File: src/rtl/uart_tx_frame.sv
// UART transmit framer: start bit, DATA_WIDTH data bits LSB first, optional parity, one stop bit.
// Each bit is held for P clocks, where P is captured together with the word.
module uart_tx_frame #(
  parameter int DATA_WIDTH = 8
) (
  input  logic                  clk_utx,
  input  logic                  rst_utx,
  input  logic [DATA_WIDTH-1:0] p_data_utx,
  input  logic                  data_valid_utx,
  input  logic                  par_en_utx,
  input  logic                  par_typ_utx,
  input  logic [5:0]            prescale_utx,
  output logic                  tx_out_utx,
  output logic                  busy_utx
);

  // state  | meaning
  // IDLE   | line high, waiting for a strobe
  // START  | start bit (0)
  // DATA   | data bit r_bit_idx, LSB first
  // PARITY | parity bit of the captured word
  // STOP   | stop bit (1); strobes in this bit are ignored
  typedef enum logic [2:0] {S_IDLE, S_START, S_DATA, S_PARITY, S_STOP} state_t;

  localparam int IDX_W = (DATA_WIDTH > 8) ? 4 : 3;

  state_t                r_state;
  logic [4:0]            r_edge_cnt;
  logic [4:0]            r_p_m1;
  logic [IDX_W-1:0]      r_bit_idx;
  logic [DATA_WIDTH-1:0] r_shift;
  logic                  r_par_en;
  logic                  r_par_bit;

  logic [4:0] w_p_m1;
  logic       w_bit_end;
  logic       w_last_idx;

  // Prescale 0 behaves as 1; the counter compares against P-1.
  assign w_p_m1     = (prescale_utx == 6'd0) ? 5'd0 : 5'(prescale_utx - 6'd1);
  assign w_bit_end  = (r_edge_cnt == r_p_m1);
  assign w_last_idx = (r_bit_idx == IDX_W'(DATA_WIDTH - 1));

  always_ff @(posedge clk_utx or posedge rst_utx) begin
    if (rst_utx) begin
      r_state    <= S_IDLE;
      r_edge_cnt <= '0;
      r_p_m1     <= '0;
      r_bit_idx  <= '0;
      r_shift    <= '0;
      r_par_en   <= 1'b0;
      r_par_bit  <= 1'b0;
      tx_out_utx <= 1'b1;
      busy_utx   <= 1'b0;
    end else begin
      case (r_state)
        S_IDLE: begin
          tx_out_utx <= 1'b1;
          busy_utx   <= 1'b0;
          r_edge_cnt <= '0;
          if (data_valid_utx) begin
            r_shift    <= p_data_utx;
            r_par_en   <= par_en_utx;
            r_par_bit  <= (^p_data_utx) ^ par_typ_utx;
            r_p_m1     <= w_p_m1;
            r_state    <= S_START;
            tx_out_utx <= 1'b0;
            busy_utx   <= 1'b1;
          end
        end
        S_START, S_DATA, S_PARITY, S_STOP: begin
          if (!w_bit_end) begin
            r_edge_cnt <= r_edge_cnt + 5'd1;
          end else begin
            r_edge_cnt <= '0;
            case (r_state)
              S_START: begin
                r_state    <= S_DATA;
                r_bit_idx  <= '0;
                tx_out_utx <= r_shift[0];
              end
              S_DATA: begin
                if (w_last_idx) begin
                  if (r_par_en) begin
                    r_state    <= S_PARITY;
                    tx_out_utx <= r_par_bit;
                  end else begin
                    r_state    <= S_STOP;
                    tx_out_utx <= 1'b1;
                  end
                end else begin
                  // Shift so the next data bit always sits at index 1.
                  r_bit_idx  <= r_bit_idx + 1'b1;
                  r_shift    <= r_shift >> 1;
                  tx_out_utx <= r_shift[1];
                end
              end
              S_PARITY: begin
                r_state    <= S_STOP;
                tx_out_utx <= 1'b1;
              end
              default: begin
                r_state    <= S_IDLE;
                tx_out_utx <= 1'b1;
                busy_utx   <= 1'b0;
              end
            endcase
          end
        end
        default: begin
          r_state    <= S_IDLE;
          tx_out_utx <= 1'b1;
          busy_utx   <= 1'b0;
        end
      endcase
    end
  end

endmodule
File: config.mk
export PLATFORM = sky130hd
export DESIGN_NAME = uart_tx_frame
export DESIGN_NICKNAME = d
export VERILOG_FILES = /design/src/rtl/uart_tx_frame.sv
export SDC_FILE = /design/constraint.sdc
export NUM_CORES = 1
export LEC_CHECK = 0
export ABC_CLOCK_PERIOD_IN_PS = 2400
export CORE_MARGIN = 3
export CORE_UTILIZATION = 38
export CTS_BUF_LIST = sky130_fd_sc_hd__clkbuf_4 sky130_fd_sc_hd__clkbuf_8
export CTS_CLUSTER_DIAMETER = 200
export DETAILED_ROUTE_END_ITERATION = 6
export PLACE_DENSITY_LB_ADDON = 0.3
export SYNTH_ARGS = -nofsm -noshare
export SYNTH_HDL_FRONTEND = slang
export SYNTH_SLANG_ARGS = --single-unit
File: constraint.sdc
create_clock -name clk_utx -period 2.4 [get_ports clk_utx]
set_clock_uncertainty 0.2 [all_clocks]
set_input_delay 0.36 -clock clk_utx [delete_from_list [all_inputs] [get_ports clk_utx]]
set_output_delay 0.36 -clock clk_utx [all_outputs]
set_load 0.005 [all_outputs]
==> results.json, run 1 <==
{
  "status": "completed",
  "final_cell_count_no_fill": 228,
  "core_mm2": 0.00385,
  "yosysUniqueCellTypes": 32,
  "holdBufCountCts": 0,
  "synth_commonest_cells": "dfrtp_1 (27), mux2_2 (15), nand2_1 (15)",
  "totalWireLength_mm": 2.97,
  "crit_required_ns": 2.36,
  "rsz0062_at_grt": "false",
  "syn_area_per_cell_um2": 10.4,
  "yosysTopAreaCell": "dfrtp_1",
  "clkSinkCount": 28,
  "maxSlewHeadroom_pct": 76.3,
  "routedWlPerCell_um": 13.0,
  "yosysWarnings": 0,
  "pre_cts_ws_ns": 0.202,
  "peakVddDrop_mv": 0.456,
  "setup_slack_ns": 0.193,
  "yosysTopAreaCellShare_pct": 42.5,
  "critical_path.startpoint_type": "flop",
  "grt_pass1_wl_mm": 5.33,
  "post-route-drc-count": 0,
  "max-cap-violations": 0,
  "fmax_mhz": 453,
  "slew_viol_final": 0,
  "clk_latency_ns": 0.27,
  "seq_area_frac_synth_pct": 44.1,
  "die_x_um": 70.7,
  "cts_resized": 0,
  "critPathArrivalTime_ns": 2.17,
  "nets": 204,
  "num_rows": 22,
  "finalSetupTns_ns": 0,
  "syn_area_mm2": 0.00159,
  "synthFlopType": "dfrtp_1",
  "cts-root-buf": "clkbuf_8",
  "synth.most_common_cell": "dfrtp_1",
  "period_share_pct": 92.0,
  "dr_total_vias": 1186,
  "final.fill_count": 362,
  "synth_seq_cells": 28,
  "syn_to_final_growth_pct": 22.0,
  "powerDensity_mw_per_mm2": 1250,
  "grt-ovfl-total": 0,
  "cts_buffers": 3,
  "path_class": "reg -> reg",
  "initial_utilization_pct": 41.3,
  "netSwitchingFraction_pct": 37.7,
  "cts_tree": "yes",
  "synth_area_leaders": "dfrtp_1 (42%), mux2_2 (11%), xnor2_1 (5.0%), o21ai_0 (4.4%), mux2i_1 (3.8%)",
  "grt_pass1_vias": 1161,
  "hp-class": "in -> async",
  "hold_ws_ns": 0.234,
  "fin_crit_ns": 2.21,
  "num_io_pins": 21,
  "viasPerCell": 5.20,
  "ant_nets": 0,
  "io_buffer_count": 20,
  "drive_gt1_share_pct": 18.3,
  "synth_edf_count": 0,
  "n_antenna_cell": 0,
  "hold_viol": 0,
  "clk_pin_slew_worst_paths_ns": 0.09,
  "leakagePower_uw": 0.000860,
  "max-clock-path-buffers": 2,
  "grt_usage_pct": 13.0,
  "routabilityCongestion": 0.773,
  "worstSetupEndpointType": "flop",
  "worst_pin_slew_ns": 0.355,
  "p_int_uw": 1520,
  "grt_start_max_net_pins": 29,
  "synth_cells": 153,
  "synth_nets": 176,
  "antenna_found_initial": 0,
  "post_cts_buffers": 0,
  "synthArstFlopShare_pct": 100,
  "switchingPower_uw": 917,
  "setup_violations": 0,
  "combPwrFrac_pct": 53.2,
  "htreeDepth": 1,
  "p_clk_share_pct": 11.9,
  "first_pass_iters": 4,
  "drtIter0Drc": 69,
  "p_total_uw": 2430,
  "crit_fanout": 8,
  "dpl.hpwl_mm": 2.30,
  "die_area_mm2": 0.00500,
  "die_h_um": 70.7,
  "power_frac_seq_pct": 35.0,
  "place_inst": 224
}
-- worst paths after layout --
check | slack, ns | depth (start not counted) | start | end
hold / removal | 0.23 | 3 | rst_utx | r_p_m1[0]
min in group clk_utx | 0.29 | 2 | r_par_bit | r_par_bit
setup reg to reg | 0.19 | 6 | r_bit_idx[0] | r_shift[2]
setup / recovery | 0.19 | 6 | r_bit_idx[0] | r_shift[2]
max in group asynchronous | 1.45 | 3 | rst_utx | tx_out_utx
hold reg to reg | 0.29 | 2 | r_par_bit | r_par_bit
-- per-layer routing --
layer / wire [um] / vias up / share of wire (%) / global-route usage (%)
met5: 0 / - / 0 / 0
met4: 53 / 0 / 1.8 / 5.01
met1: 1430 / 575 / 48 / 18.7
li1: - / 585 / - / -
met2: 1410 / 22 / 47 / 20.0
met3: 82 / 4 / 2.8 / 1.42
-- power groups by stage --
stage / Sequential [uW] / Combinational (uW) / Clock [uW]
finish: 851 / 1290 / 289
global route: 883 / 1450 / 320
CTS: 852 / 1310 / 300
detailed placement: 863 / 1300 / 0
global placement: 852 / 1250 / 0
floorplan: 809 / 991 / 0
-- placed cells by master (no fill, tap or decap) --
cell / synthesis / layout
xor2_1: 6 / 6
nor2_2: 1 / 1
nor3_4: 1 / 1
o31ai_1: 1 / 1
or2_2: 1 / 1
o31a_1: 1 / 1
mux2i_1: 6 / 6
a31oi_1: 2 / 2
dfstp_2: 1 / 1
clkdlybuf4s50_1: 0 / 20
a21o_1: 4 / 4
nor2b_1: 4 / 4
clkbuf_8: 0 / 4
nor3_1: 4 / 4
nand2_1: 15 / 15
nor3b_1: 1 / 1
a21boi_2: 1 / 1
nand4b_1: 1 / 1
o21a_1: 1 / 1
o21ai_0: 14 / 14
buf_4: 1 / 8
nand3_1: 4 / 4
a22o_1: 3 / 3
ha_1: 4 / 4
xnor2_1: 9 / 9
a21oi_1: 2 / 2
nor2_1: 9 / 9
o41ai_4: 1 / 1
nand2b_1: 3 / 3
dfrtp_1: 27 / 27
inv_1: 6 / 6
mux2_2: 15 / 15
-- kinds of logic after synthesis --
logic type                 synth area share, %
muxes                                     14.4
buffers and inverters                     2.99
and+or+nand+nor                           13.8
AOI/OAI and AO/OA                         13.3
DFF                                       44.1
xor gates and xnor gates                  8.26
adders and majority gates                 3.15
-- critical path: stages, from the launching register on --
cell and delay, ns:
dfrtp_1 0.41, ha_1 0.21, ha_1 0.23, nand2b_1 0.21
o41ai_4 0.29, buf_4 0.22, mux2_2 0.34
-- flip-flops by register name, summed over array words and instances, names as in the netlist --
name,cells
r_shift,8
r_edge_cnt,5
r_p_m1,5
r_bit_idx,3
r_state,3
busy_utx,1
r_par_bit,1
r_par_en,1
tx_out_utx,1
-- through the flow --
| stage | util [%] | cell area [um2] |
|---|---|---|
| CTS | 50.4 | 1940 |
| global route | 50.4 | 1940 |
| detailed placement | 48.9 | 1890 |
| global placement | 48.9 | 1890 |
| finish | 50.4 | 1940 |
| floorplan | - | 1590 |
-- final cells by class --
class                      count  area (um2)  area share (%)
timing repair buffer          28         260            13.4
sequential                    28         702            36.2
inverter                       6        22.5            1.16
clock buffer                   4        55.1            2.84
multi-input combinational    114         841            43.3
tap                           48        60.1            3.09
Power figures use the tool's default switching activity.
==> run 2, diff against run 1 <==
--- a/config.mk
+++ b/config.mk
@@ -5,6 +5,7 @@
 export SDC_FILE = /design/constraint.sdc
 export NUM_CORES = 1
 export LEC_CHECK = 0
+export ABC_AREA = 1
 export ABC_CLOCK_PERIOD_IN_PS = 2400
 export CORE_MARGIN = 3
 export CORE_UTILIZATION = 38
==> constraint.sdc (replaced) <==
create_clock -name clk_utx -period 2.4 [get_ports clk_utx]
set_clock_uncertainty 0.2 [all_clocks]
set_input_delay 0.36 -clock clk_utx [delete_from_list [all_inputs] [get_ports clk_utx]]
set_output_delay 0.36 -clock clk_utx [all_outputs]
set_load 0.05 [all_outputs]
==> run 2 against run 1 <==
Compared with the run above:
- core utilization decreased by 2.9 points
- clock-buffer cell count is 1 lower
- critical path depth is 5 lower
- sequential share of layout area fell by 2.5 points
- via count rose by 26%
- critical path type is now reg -> out
- sequential cell count is the same
- highest routed layer unchanged
- critical endpoint is now tx_out_utx
- largest power group unchanged
- non-clock buffer count decreased by 7
==> results.json, run 2 <==
{
  "status": "completed",
  "worstSetupEndpointType": "output pin",
  "setup_slack_ns": 0.215,
  "viasPerCell": 4.73,
  "powerDensity_mw_per_mm2": 1160,
  "die_h_um": 73.8,
  "max-cap-violations": 0,
  "n_antenna_cell": 0,
  "crit_required_ns": 1.84,
  "synth_area_leaders": "dfrtp_1 (39%), nand2_1 (20%), inv_1 (6.9%), nand3_1 (6.3%), o21ai_0 (4.0%)",
  "fin_crit_ns": 2.18,
  "yosysUniqueCellTypes": 22,
  "grt_usage_pct": 14.7,
  "syn_to_final_growth_pct": 19.1,
  "final_cell_mix": "nand2_1 (92), inv_1 (32), dfrtp_1 (27)",
  "fmax_mhz": 458,
  "cp_slowest_cell": "clkdlybuf4s50_1",
  "core_mm2": 0.00438,
  "drtIter0Drc": 68,
  "worst_r2r_endpoint": "r_shift[6]",
  "grt-ovfl-total": 0,
  "holdBufCountCts": 0,
  "synthFlopType": "dfrtp_1",
  "post_cts_buffers": 0,
  "initial_utilization_pct": 39.9,
  "crit_fanout": 2,
  "yosysTopAreaCellShare_pct": 38.7,
  "routabilityCongestion": 0.845,
  "top_register": "r_shift",
  "die_x_um": 73.8,
  "yosysWarnings": 0,
  "post-route-drc-count": 0,
  "synth_cells": 242,
  "largest_register_ffs": 8,
  "htreeDepth": 1,
  "maxSlewHeadroom_pct": 67.1,
  "synth_edf_count": 0,
  "pre_cts_ws_ns": 0.476,
  "first_pass_iters": 4,
  "hold_viol": 0,
  "critPathArrivalTime_ns": 1.62,
  "cts-root-buf": "clkbuf_8",
  "dpl.hpwl_mm": 2.63,
  "clk_latency_ns": 0.28,
  "reg_top3": "r_shift (8), r_edge_cnt (5), r_p_m1 (5)",
  "cp_cell_sequence": "clkdlybuf4s50_1",
  "ant_nets": 0,
  "synth_nets": 265,
  "synth.most_common_cell": "nand2_1",
  "syn_area_mm2": 0.00175,
  "critPathTopFamily": "buffers and inverters",
  "final_common_cell": "nand2_1",
  "drive_gt1_share_pct": 8.68,
  "cts_tree": "yes",
  "critical_path.startpoint_type": "flop",
  "io_buffer_count": 20,
  "routedWlPerCell_um": 10.6,
  "die_area_mm2": 0.00545,
  "max-clock-path-buffers": 2,
  "ff2ff_setup_slack_ns": 0.60,
  "totalWireLength_mm": 3.36,
  "period_share_pct": 91.0,
  "clkSinkCount": 28,
  "crit_buf_inv": 1,
  "clk_pin_slew_worst_paths_ns": 0.10,
  "seq_area_frac_synth_pct": 40.2,
  "nets": 289,
  "path_class": "reg -> out",
  "rsz0062_at_grt": "false",
  "setup_violations": 0,
  "synth_seq_cells": 28,
  "synth_commonest_cells": "nand2_1 (92), inv_1 (32), dfrtp_1 (27)",
  "grt_start_max_net_pins": 29,
  "grt_pass1_vias": 1409,
  "leakagePower_uw": 0.00109,
  "yosysTopAreaCell": "dfrtp_1",
  "worstReg2RegStart": "r_bit_idx[0]",
  "syn_area_per_cell_um2": 7.22,
  "slowest_delay_ns": 0.80,
  "synthArstFlopShare_pct": 100,
  "reg2reg_depth": 8,
  "cts_resized": 0,
  "finalSetupTns_ns": 0,
  "peakVddDrop_mv": 0.374,
  "cts_buffers": 3,
  "dr_total_vias": 1500,
  "grt_pass1_wl_mm": 6.21,
  "slew_viol_final": 0,
  "worst_pin_slew_ns": 0.492,
  "antenna_found_initial": 0,
  "num_rows": 24,
  "hp-class": "in -> async",
  "num_io_pins": 21
}
## run 2: cell types whose count changed in the layout (fill, tap and decap cells not counted), sizes merged, moves of 4 or more
cell / before / now
buf: 8 / 1
nand2: 15 / 100
mux2: 15 / 0
mux2i: 6 / 0
nor2b: 4 / 0
a21o: 4 / 0
inv: 6 / 37
nand3: 4 / 24
nor3: 5 / 0
xnor2: 9 / 3
o22ai: 0 / 5
## run 2: worst max-delay path by stage
stage	startpoint	end	slack, ns	cells after the start
final	tx_out_utx	tx_out_utx	0.22	1
after global routing	tx_out_utx	tx_out_utx	0.18	1
after CTS	tx_out_utx	tx_out_utx	0.20	1
after detailed placement	data_valid_utx	r_shift[3]	0.48	8
after global placement	data_valid_utx	r_shift[3]	0.48	8
after floorplan	r_bit_idx[0]	r_shift[1]	0.75	8
## run 2: cell families (layout without fill, tap and decap cells)
kind of cell | after synthesis | in the layout | share of synthesized area (%)
AO/OA/AOI/OAI | 23 | 23 | 7.95
XOR/XNOR | 9 | 9 | 4.51
adder cells (fa/ha/maj) | 4 | 4 | 2.86
buffers and inverters | 39 | 62 | 9.23
flip-flops | 28 | 28 | 40.2
AND/OR/NAND/NOR | 139 | 139 | 35.3
## run 2: area by class of cell
| type | instances | area [um2] |
|---|---|---|
| clock buffer | 3 | 41.3 |
| clock inverter | 1 | 30.0 |
| fill | 437 | 2300 |
| inverter | 37 | 139 |
| multi-input combinational | 175 | 885 |
| sequential | 28 | 702 |
| tap | 52 | 65.1 |
| timing repair buffer | 21 | 220 |
## run 2: metal layers
layer  GRT usage (%)  wire length (um)  vias to the layer above  share of wire (%)
li1                -                 -                      804                  -
met1            20.2              1690                      675                 50
met2            23.2              1530                       16                 46
met3            1.78                73                        5                2.2
met4            6.04                65                        0                1.9
met5               0                 0                        -                  0
## run 2: tightest hold or removal path: cells and delay by family
kind | cells | cell delay (ns)
buffers and inverters | 3 | 0.68
## run 2: per-stage QoR
step           cells  hold slack, ns  utilization [%]  power, uW  instance area, um2
2_1_floorplan    242           0.225                -       1820                1750
3_3_place_gp     313           0.257             45.9       2040                2010
3_5_place_dp     313           0.259             45.9       2060                2010
4_1_cts          317           0.212             47.5       2440                2080
5_1_grt          317           0.244             47.5       2670                2080
6_report         317           0.203             47.5       2410                2080
## run 2: power breakdown
part / leakage (uW) / internal, uW / switching (uW)
combinational: 0.000697 / 428 / 804
clock: 0.0000357 / 223 / 149
sequential: 0.000357 / 666 / 141
